## src/rtl/controlador_displays.sv

```systemverilog
// Four-digit seven-segment scan controller with frame-synchronous digit update.
// Optional leading-zero blanking on digits 3..1 when ZERO_SUPPRESS_EN is defined.
module controlador_displays #(
  parameter int PRESCALE = 50000,
  parameter int DEAD     = 500
) (
  input  logic        clk,
  input  logic        rst,
  input  logic        load,
  input  logic [15:0] digitos,
  input  logic [3:0]  pontos,
  output logic        ready,
  output logic [3:0]  displays,
  output logic [7:0]  segmentos,
  output logic        frame_done
);

  localparam int CW = $clog2(PRESCALE);
  localparam logic [CW-1:0] LAST = CW'(PRESCALE - 1);

  logic [CW-1:0] cnt, cnt_n;
  logic [1:0]    idx, idx_n;
  logic [15:0]   act_d, act_d_n, sh_d, sh_d_n;
  logic [3:0]    act_p, act_p_n, sh_p, sh_p_n;
  logic          pend, pend_n;
  logic          slot_end, boundary, accept, lit, zblank;
  logic [3:0]    zs;
  logic [3:0]    cur;
  logic [3:0]    disp_n;
  logic [7:0]    seg_n;
  logic          fd_n;

  function automatic logic [6:0] seg7(input logic [3:0] v);
    case (v)
      4'd0:    seg7 = 7'h3F;
      4'd1:    seg7 = 7'h06;
      4'd2:    seg7 = 7'h5B;
      4'd3:    seg7 = 7'h4F;
      4'd4:    seg7 = 7'h66;
      4'd5:    seg7 = 7'h6D;
      4'd6:    seg7 = 7'h7D;
      4'd7:    seg7 = 7'h07;
      4'd8:    seg7 = 7'h7F;
      4'd9:    seg7 = 7'h6F;
      default: seg7 = 7'h40;
    endcase
  endfunction

  // Outputs are registered from the post-edge state so they stay aligned with
  // the counters: the boundary edge shows the freshly applied active set.
  always_comb begin
    slot_end = (cnt == LAST);
    boundary = slot_end && (idx == 2'd3);
    accept   = load && !pend;
    cnt_n    = slot_end ? '0 : cnt + 1'b1;
    idx_n    = slot_end ? idx + 2'd1 : idx;
    act_d_n  = act_d;
    act_p_n  = act_p;
    sh_d_n   = sh_d;
    sh_p_n   = sh_p;
    pend_n   = pend;
    if (boundary) begin
      if (pend) begin
        act_d_n = sh_d;
        act_p_n = sh_p;
        pend_n  = 1'b0;
      end else if (accept) begin
        act_d_n = digitos;
        act_p_n = pontos;
      end
    end else if (accept) begin
      sh_d_n = digitos;
      sh_p_n = pontos;
      pend_n = 1'b1;
    end

    fd_n = (cnt_n == LAST) && (idx_n == 2'd3);
    lit  = !(int'(cnt_n) < DEAD);
    cur  = act_d_n[idx_n*4 +: 4];

    zs = '0;
`ifdef ZERO_SUPPRESS_EN
    zs[3] = (act_d_n[15:12] == 4'd0);
    zs[2] = zs[3] && (act_d_n[11:8] == 4'd0);
    zs[1] = zs[2] && (act_d_n[7:4] == 4'd0);
`endif
    zblank = zs[idx_n];

    disp_n = '0;
    seg_n  = '0;
    if (lit) begin
      disp_n = 4'b0001 << idx_n;
      seg_n  = {act_p_n[idx_n], zblank ? 7'h00 : seg7(cur)};
    end
  end

  always_ff @(posedge clk or posedge rst) begin
    if (rst) begin
      cnt        <= '0;
      idx        <= '0;
      act_d      <= '0;
      act_p      <= '0;
      sh_d       <= '0;
      sh_p       <= '0;
      pend       <= 1'b0;
      ready      <= 1'b1;
      displays   <= '0;
      segmentos  <= '0;
      frame_done <= 1'b0;
    end else begin
      cnt        <= cnt_n;
      idx        <= idx_n;
      act_d      <= act_d_n;
      act_p      <= act_p_n;
      sh_d       <= sh_d_n;
      sh_p       <= sh_p_n;
      pend       <= pend_n;
      ready      <= !pend_n;
      displays   <= disp_n;
      segmentos  <= seg_n;
      frame_done <= fd_n;
    end
  end

endmodule

```

## config.mk

```make
export PLATFORM = sky130hd
export DESIGN_NAME = controlador_displays
export DESIGN_NICKNAME = d
export VERILOG_FILES = /design/src/rtl/controlador_displays.sv
export SDC_FILE = /design/constraint.sdc
export NUM_CORES = 1
export LEC_CHECK = 0
export BUFFER_PORTS_ARGS = -buffer_cell sky130_fd_sc_hd__buf_2
export CORE_MARGIN = 8
export CORE_UTILIZATION = 53
export CTS_BUF_LIST = sky130_fd_sc_hd__clkbuf_16
export CTS_CLUSTER_DIAMETER = 120
export DETAILED_ROUTE_END_ITERATION = 10
export GPL_TIMING_DRIVEN = 0
export PLACE_DENSITY = 0.82
export SLEW_MARGIN = 20
export SYNTH_ARGS = -nofsm -noshare
export SYNTH_HDL_FRONTEND = slang
export SYNTH_SLANG_ARGS = --single-unit
```

## constraint.sdc

```tcl
create_clock -name clk -period 4.45 [get_ports clk]
set_input_delay 0.6675 -clock clk [delete_from_list [all_inputs] [get_ports clk]]
set_output_delay 0.6675 -clock clk [all_outputs]
set_load 0.01 [all_outputs]
```

# Yosys cells after proc, flatten, opt, wreduce, memory -nomap -nowiden
# Memories as Yosys holds them, arrays and structs flattened.
# Cells that the tools add are included.
classes:
  addsub: 2
  order_cmp: 2
  eq_ne: 4
  shift: 2
  muxes: 17
  n_bitwise: 1
  reduce_logical: 6
op_table:
  columns: ["op", "n"]
  rows:
  - ["16-bit two-way mux", 4]
  - ["16-bit == test (second input constant)", 2]
  - ["16-bit by 1-bit adder with 16-bit output (second input constant)", 1]
  - ["16-bit by 9-bit less-than comparator with 1-bit output (second input constant)", 1]
  - ["4-bit two-way mux", 4]
  - ["16-bit by 5-bit variable part select with 4-bit output", 1]
  - ["8-bit two-way mux", 1]
  - ["7-bit two-way mux", 1]
  - ["1-bit binary-select mux with 2-bit select", 2]
  - ["2-bit == test (second input constant)", 2]
  - ["1-bit two-way mux", 4]
  - ["1-bit by 2-bit << shifter with 4-bit output (first input constant)", 1]
  - ["1-bit logical AND", 3]
  - ["2-bit by 3-bit less-than comparator with 1-bit output (second input constant)", 1]
  - ["2-bit by 1-bit adder with 2-bit output (second input constant)", 1]
  - ["1-bit logical NOT", 2]
  - ["2-bit two-way mux", 1]
  - ["2-bit AND reduction", 1]
  - ["1-bit inverter", 1]
word_totals:
  regBits: 73
  mem_bits_ro: 112
  inputBits: 23
  mem_count: 1
memory_table:
  columns: ["memory", "words", "word_bits", "rd", "rd_clocked_by_memory_dff", "write_ports", "line_no", "rtl"]
  rows:
  - ["(no name shown)", 16, 7, 1, 0, 0, "34", "case (v)"]

# Longest topological paths before layout
# An unclocked memory read counts as a cell.
depth:
  ltp_word: 9
  depth_mapped: 16
  ltp_nobuf: 13

# Worst setup path before layout
# OpenSTA, ideal clock, no wires.
synth_timing:
  kind: "register to register"
  startpoint: "reg cnt[0]"
  endpoint: "reg segmentos[6]"
  setup_ns: 0.078
  arrival_ns: 3.005
  required_ns: 4.372
  setup_slack_ns: 1.367
  path_stages_with_launch: 15
  n_path_buf: 3
  cell_sequence: "dfrtp_1 > ha_1 > buf_2 > nand4_1 > and4b_1 > buf_6 > mux2i_1 > buf_2 > nor2_1 > a22o_1 > a221oi_2 > inv_1 > ha_1 > mux2_2 > a21oi_1"
synth_between:
  elab_chain_len: 7
synth_lines:
  columns: ["item", "line_no", "rtl"]
  rows:
  - ["from (decl)", "21", "logic [CW-1:0] cnt, cnt_n;"]
  - ["from (signal assigned)", "111", "cnt <= cnt_n;"]
  - ["16-bit == test", "52", "slot_end = (cnt == LAST);"]
  - ["1-bit logical AND", "53", "boundary = slot_end && (idx == 2'd3);"]
  - ["16-bit two-way mux", "62", "if (boundary) begin"]
  - ["16-bit by 5-bit variable part select with 4-bit output", "79", "cur = act_d_n[idx_n*4 +: 4];"]
  - ["memory 16 x 7 bit", null, null]
  - ["7-bit two-way mux", "93", "seg_n = {act_p_n[idx_n], zblank ? 7'h00 : seg7(cur)};"]
  - ["8-bit two-way mux *", "91", "if (lit) begin"]
  - ["via seg_n[6]", "30", "logic [7:0] seg_n;"]
  - ["to (signal assigned)", "120", "segmentos <= seg_n;"]
  - ["to (decl)", "14", "output logic [7:0] segmentos,"]
# Mark *: on every way through the listed nets, which the timed path passes. The rest lies on a longest branch. The select of a mux whose other input is x is not followed.
# A chain may end at the register's enable or synchronous reset.

# Worst setup path in the final report
layout_timing:
  startpoint: "reg cnt[0]"
  endpoint: "reg segmentos[1]"
layout_between:
  elab_chain_len: 7
layout_lines:
  columns: ["item", "line_no", "rtl"]
  rows:
  - ["16-bit == test", "52", null]
  - ["1-bit logical AND", "53", null]
  - ["16-bit two-way mux", "62", null]
  - ["via act_d_n[8]", "23", "logic [15:0] act_d, act_d_n, sh_d, sh_d_n;"]
  - ["16-bit by 5-bit variable part select with 4-bit output", "79", null]
  - ["memory 16 x 7 bit", null, null]
  - ["7-bit two-way mux", "93", null]
  - ["8-bit two-way mux", "91", null]
  - ["via seg_n[1]", "30", null]
# The timed path passes the listed nets, and every way through them passes these cells. The select of a mux whose other input is x is not followed.

==> results.toml <==
[outcome]
status = "finished clean"

[synthesis]
synth_seq_area_share = 0.486
synth_flop_cell = "dfrtp_1"
yosysMostFrequentCell = "dfrtp_1"
synthCells = 361
yosysTopAreaCell = "dfrtp_1"
ys_ff_latch = 73
postSynthNetCount = 392
synth_commonest_cells = "72 x dfrtp_1, 35 x nor2_1, 30 x nand2_1"
synth_edf_count = 0
synthTopCellsByArea = "dfrtp_1 48%, mux2_2 6.9%, nor2_1 3.5%"
synth_cell_types = 55
netlist_area_sq_mm = 0.00376
yosysWarnings = 0
synth_top_area_share = 0.479
async_reset_ff_frac = 1.00
avgSynthCellArea_sq_um = 10.4

[clock_tree]
cts_setup_buffers = 0
cts_hold_buf = 0
cts-resized-gates = 0
clk_latency_ps = 340
clkTransAtPathRegs_ps = 60
numCtsBuffers = 9
cts_root_buffer = "clkbuf_16"
clock-sinks = 73
clock_path_buffers = 2
cts_tree = "done"
h-tree-depth = 3

[setup_path]
required_ps = 4710
cp-end-kind = "flip-flop"
crit_arrival_ps = 3830
path_buf_inv = 4
crit_family = "buffers and inverters"
critPathMaxFanout = 10
crit_chain = "ha_1 -> buf_2 -> nand4_1 -> and4b_1 -> buf_6 -> clkbuf_1 -> nand2_1 -> nor2_1 -> a21oi_1 -> o21a_1 -> mux2_2 -> mux2i_1 -> ha_1 -> inv_1 -> nand2_1 -> a21oi_1"
crit_type = "reg -> reg"
cpPeakStageDelay_ps = 430
cp-start-kind = "flip-flop"
cp_slowest_cell = "dfrtp_1"

[route]
drt_iter0_markers = 154
ant_nets = 0
wl_um = 8910
vias_per_cell = 5.89
vias = 3000
dr.pass1.iters = 5
wl_per_cell_um = 17.5
drcViolationCount = 0

[sta]
hold_viol = 0
final-setup-viol-count = 0
fmax_mhz = 280
worst_pin_slew_ps = 683
relSlewSlack = 0.545
fin_skew_ps = 6.15
slew_violations = 0
tns_ps = 0
whs_ps = 349
fin_crit_sh = 0.804
period_needed_ps = 3580
rsz0062_at_grt = "false"

[grt]
overflow = 0
antenna_found_initial = 0
grt_max_degree = 38
grt_pass1_vias = 3048
grt_pass1_wl_um = 15000
track_usage = 0.188

[die]
placementRows = 30
dieArea_sq_mm = 0.0101
die_x_um = 100
dieHeight_um = 100
start_util = 0.551
io_pins = 37
design.core.area_sq_mm = 0.00683

[cells_and_area]
antenna_cells = 0
drive_gt1_frac = 0.247
syn_to_final_growth_pct = 18.2
final_util = 0.651
nNetsFinal = 439

[power_and_ir_drop]
p_switching_mw = 0.327
p_comb_frac = 0.038
p_int_mw = 1.32
p_leak_nw = 2.02
ir_worst_vdd_uv = 273
clockPowerShare = 0.538
power_frac_seq = 0.425
switching_share = 0.198
finalPower_mw = 1.65
power_density_mw_per_mm2 = 371

[placement]
routabilityCongestion = 0.924
dp_hpwl_um = 5980
io_buffer_count = 35

[min_path]
hold_class = "in -> async"

[run]
maxCapViolations = 0
[logic make-up after synthesis]
group,after synthesis,synth area share
AO/OA/AOI/OAI,64,0.124
XOR/XNOR,17,0.0446
adder cells (fa/ha/maj),8,0.0266
buffers and inverters,37,0.0486
flip-flops,73,0.486
multiplexers,31,0.0901
AND/OR/NAND/NOR,131,0.181
[power groups by stage]
stage                     sequential, mW  combinational (mW)  clock, mW
after floorplan                    0.707              0.0400          0
after global placement             0.710              0.0572          0
after detailed placement           0.712              0.0623          0
after CTS                          0.701              0.0637      0.896
after global routing               0.703              0.0705      0.922
final                              0.701              0.0622      0.888
[worst register-to-register path: stages, from the launching register on]
cell and delay [ps]:
dfrtp_1 430, ha_1 170, buf_2 170, nand4_1 80, and4b_1 270, buf_6 130, clkbuf_1 410, nand2_1 210
nor2_1 120, a21oi_1 90, o21a_1 220, mux2_2 300, mux2i_1 300, ha_1 300, inv_1 80, nand2_1 60
a21oi_1 170
[metal layers]
layer,vias up,wire length (um),track usage
li1,1396,-,-
met3,14,574,0.0567
met4,0,130,0.0628
met1,1469,3780,0.225
met2,121,4430,0.315
met5,-,0,0
[per-stage QoR]
| stage | setup WS, ps | std cells | area [sq um] |
|---|---|---|---|
| floorplan | 1370 | 361 | 3760 |
| global placement | 1010 | 492 | 4060 |
| detailed placement | 934 | 493 | 4080 |
| CTS | 871 | 509 | 4450 |
| global route | 534 | 509 | 4450 |
| finish | 873 | 509 | 4450 |
[flip-flops by register name, summed over array words and instances (netlist names)]
| name | cells |
|---|---|
| segmentos | 8 |
| sh_d | 16 |
| idx | 2 |
| frame_done | 1 |
| pend | 1 |
| act_d | 16 |
| displays | 4 |
| ready | 1 |
| sh_p | 4 |
| cnt | 16 |
| act_p | 4 |
[layout by cell type (no fill, tap or decap), drive strengths merged, types with 10 or more instances in the layout]
master and n:
dfrtp 72, buf 51, nor2 35, nand2 30
nand3 26, mux2 23, clkbuf 20, o22ai 12
a32oi 12, inv 12, xor2 10
[layout make-up]
type	instances	area, sq um
sequential	73	1830
buffer	26	141
clock inverter	7	141
multi-input combinational	251	1750
clock buffer	9	225
timing repair buffer	36	195
fill	525	2380
inverter	11	43.8
tap	96	120
[worst paths after layout]
check	slack, ps	start	endpoint	depth (start not counted)
max in group asynchronous	3550	rst	cnt[5]	3
worst max register to register	870	cnt[0]	segmentos[1]	16
min in group clk	490	sh_p[3]	sh_p[3]	2
worst max-delay path	870	cnt[0]	segmentos[1]	16
worst min-delay path	350	rst	segmentos[1]	2
worst min register to register	490	sh_p[3]	sh_p[3]	2
Power figures use the tool's default switching activity.
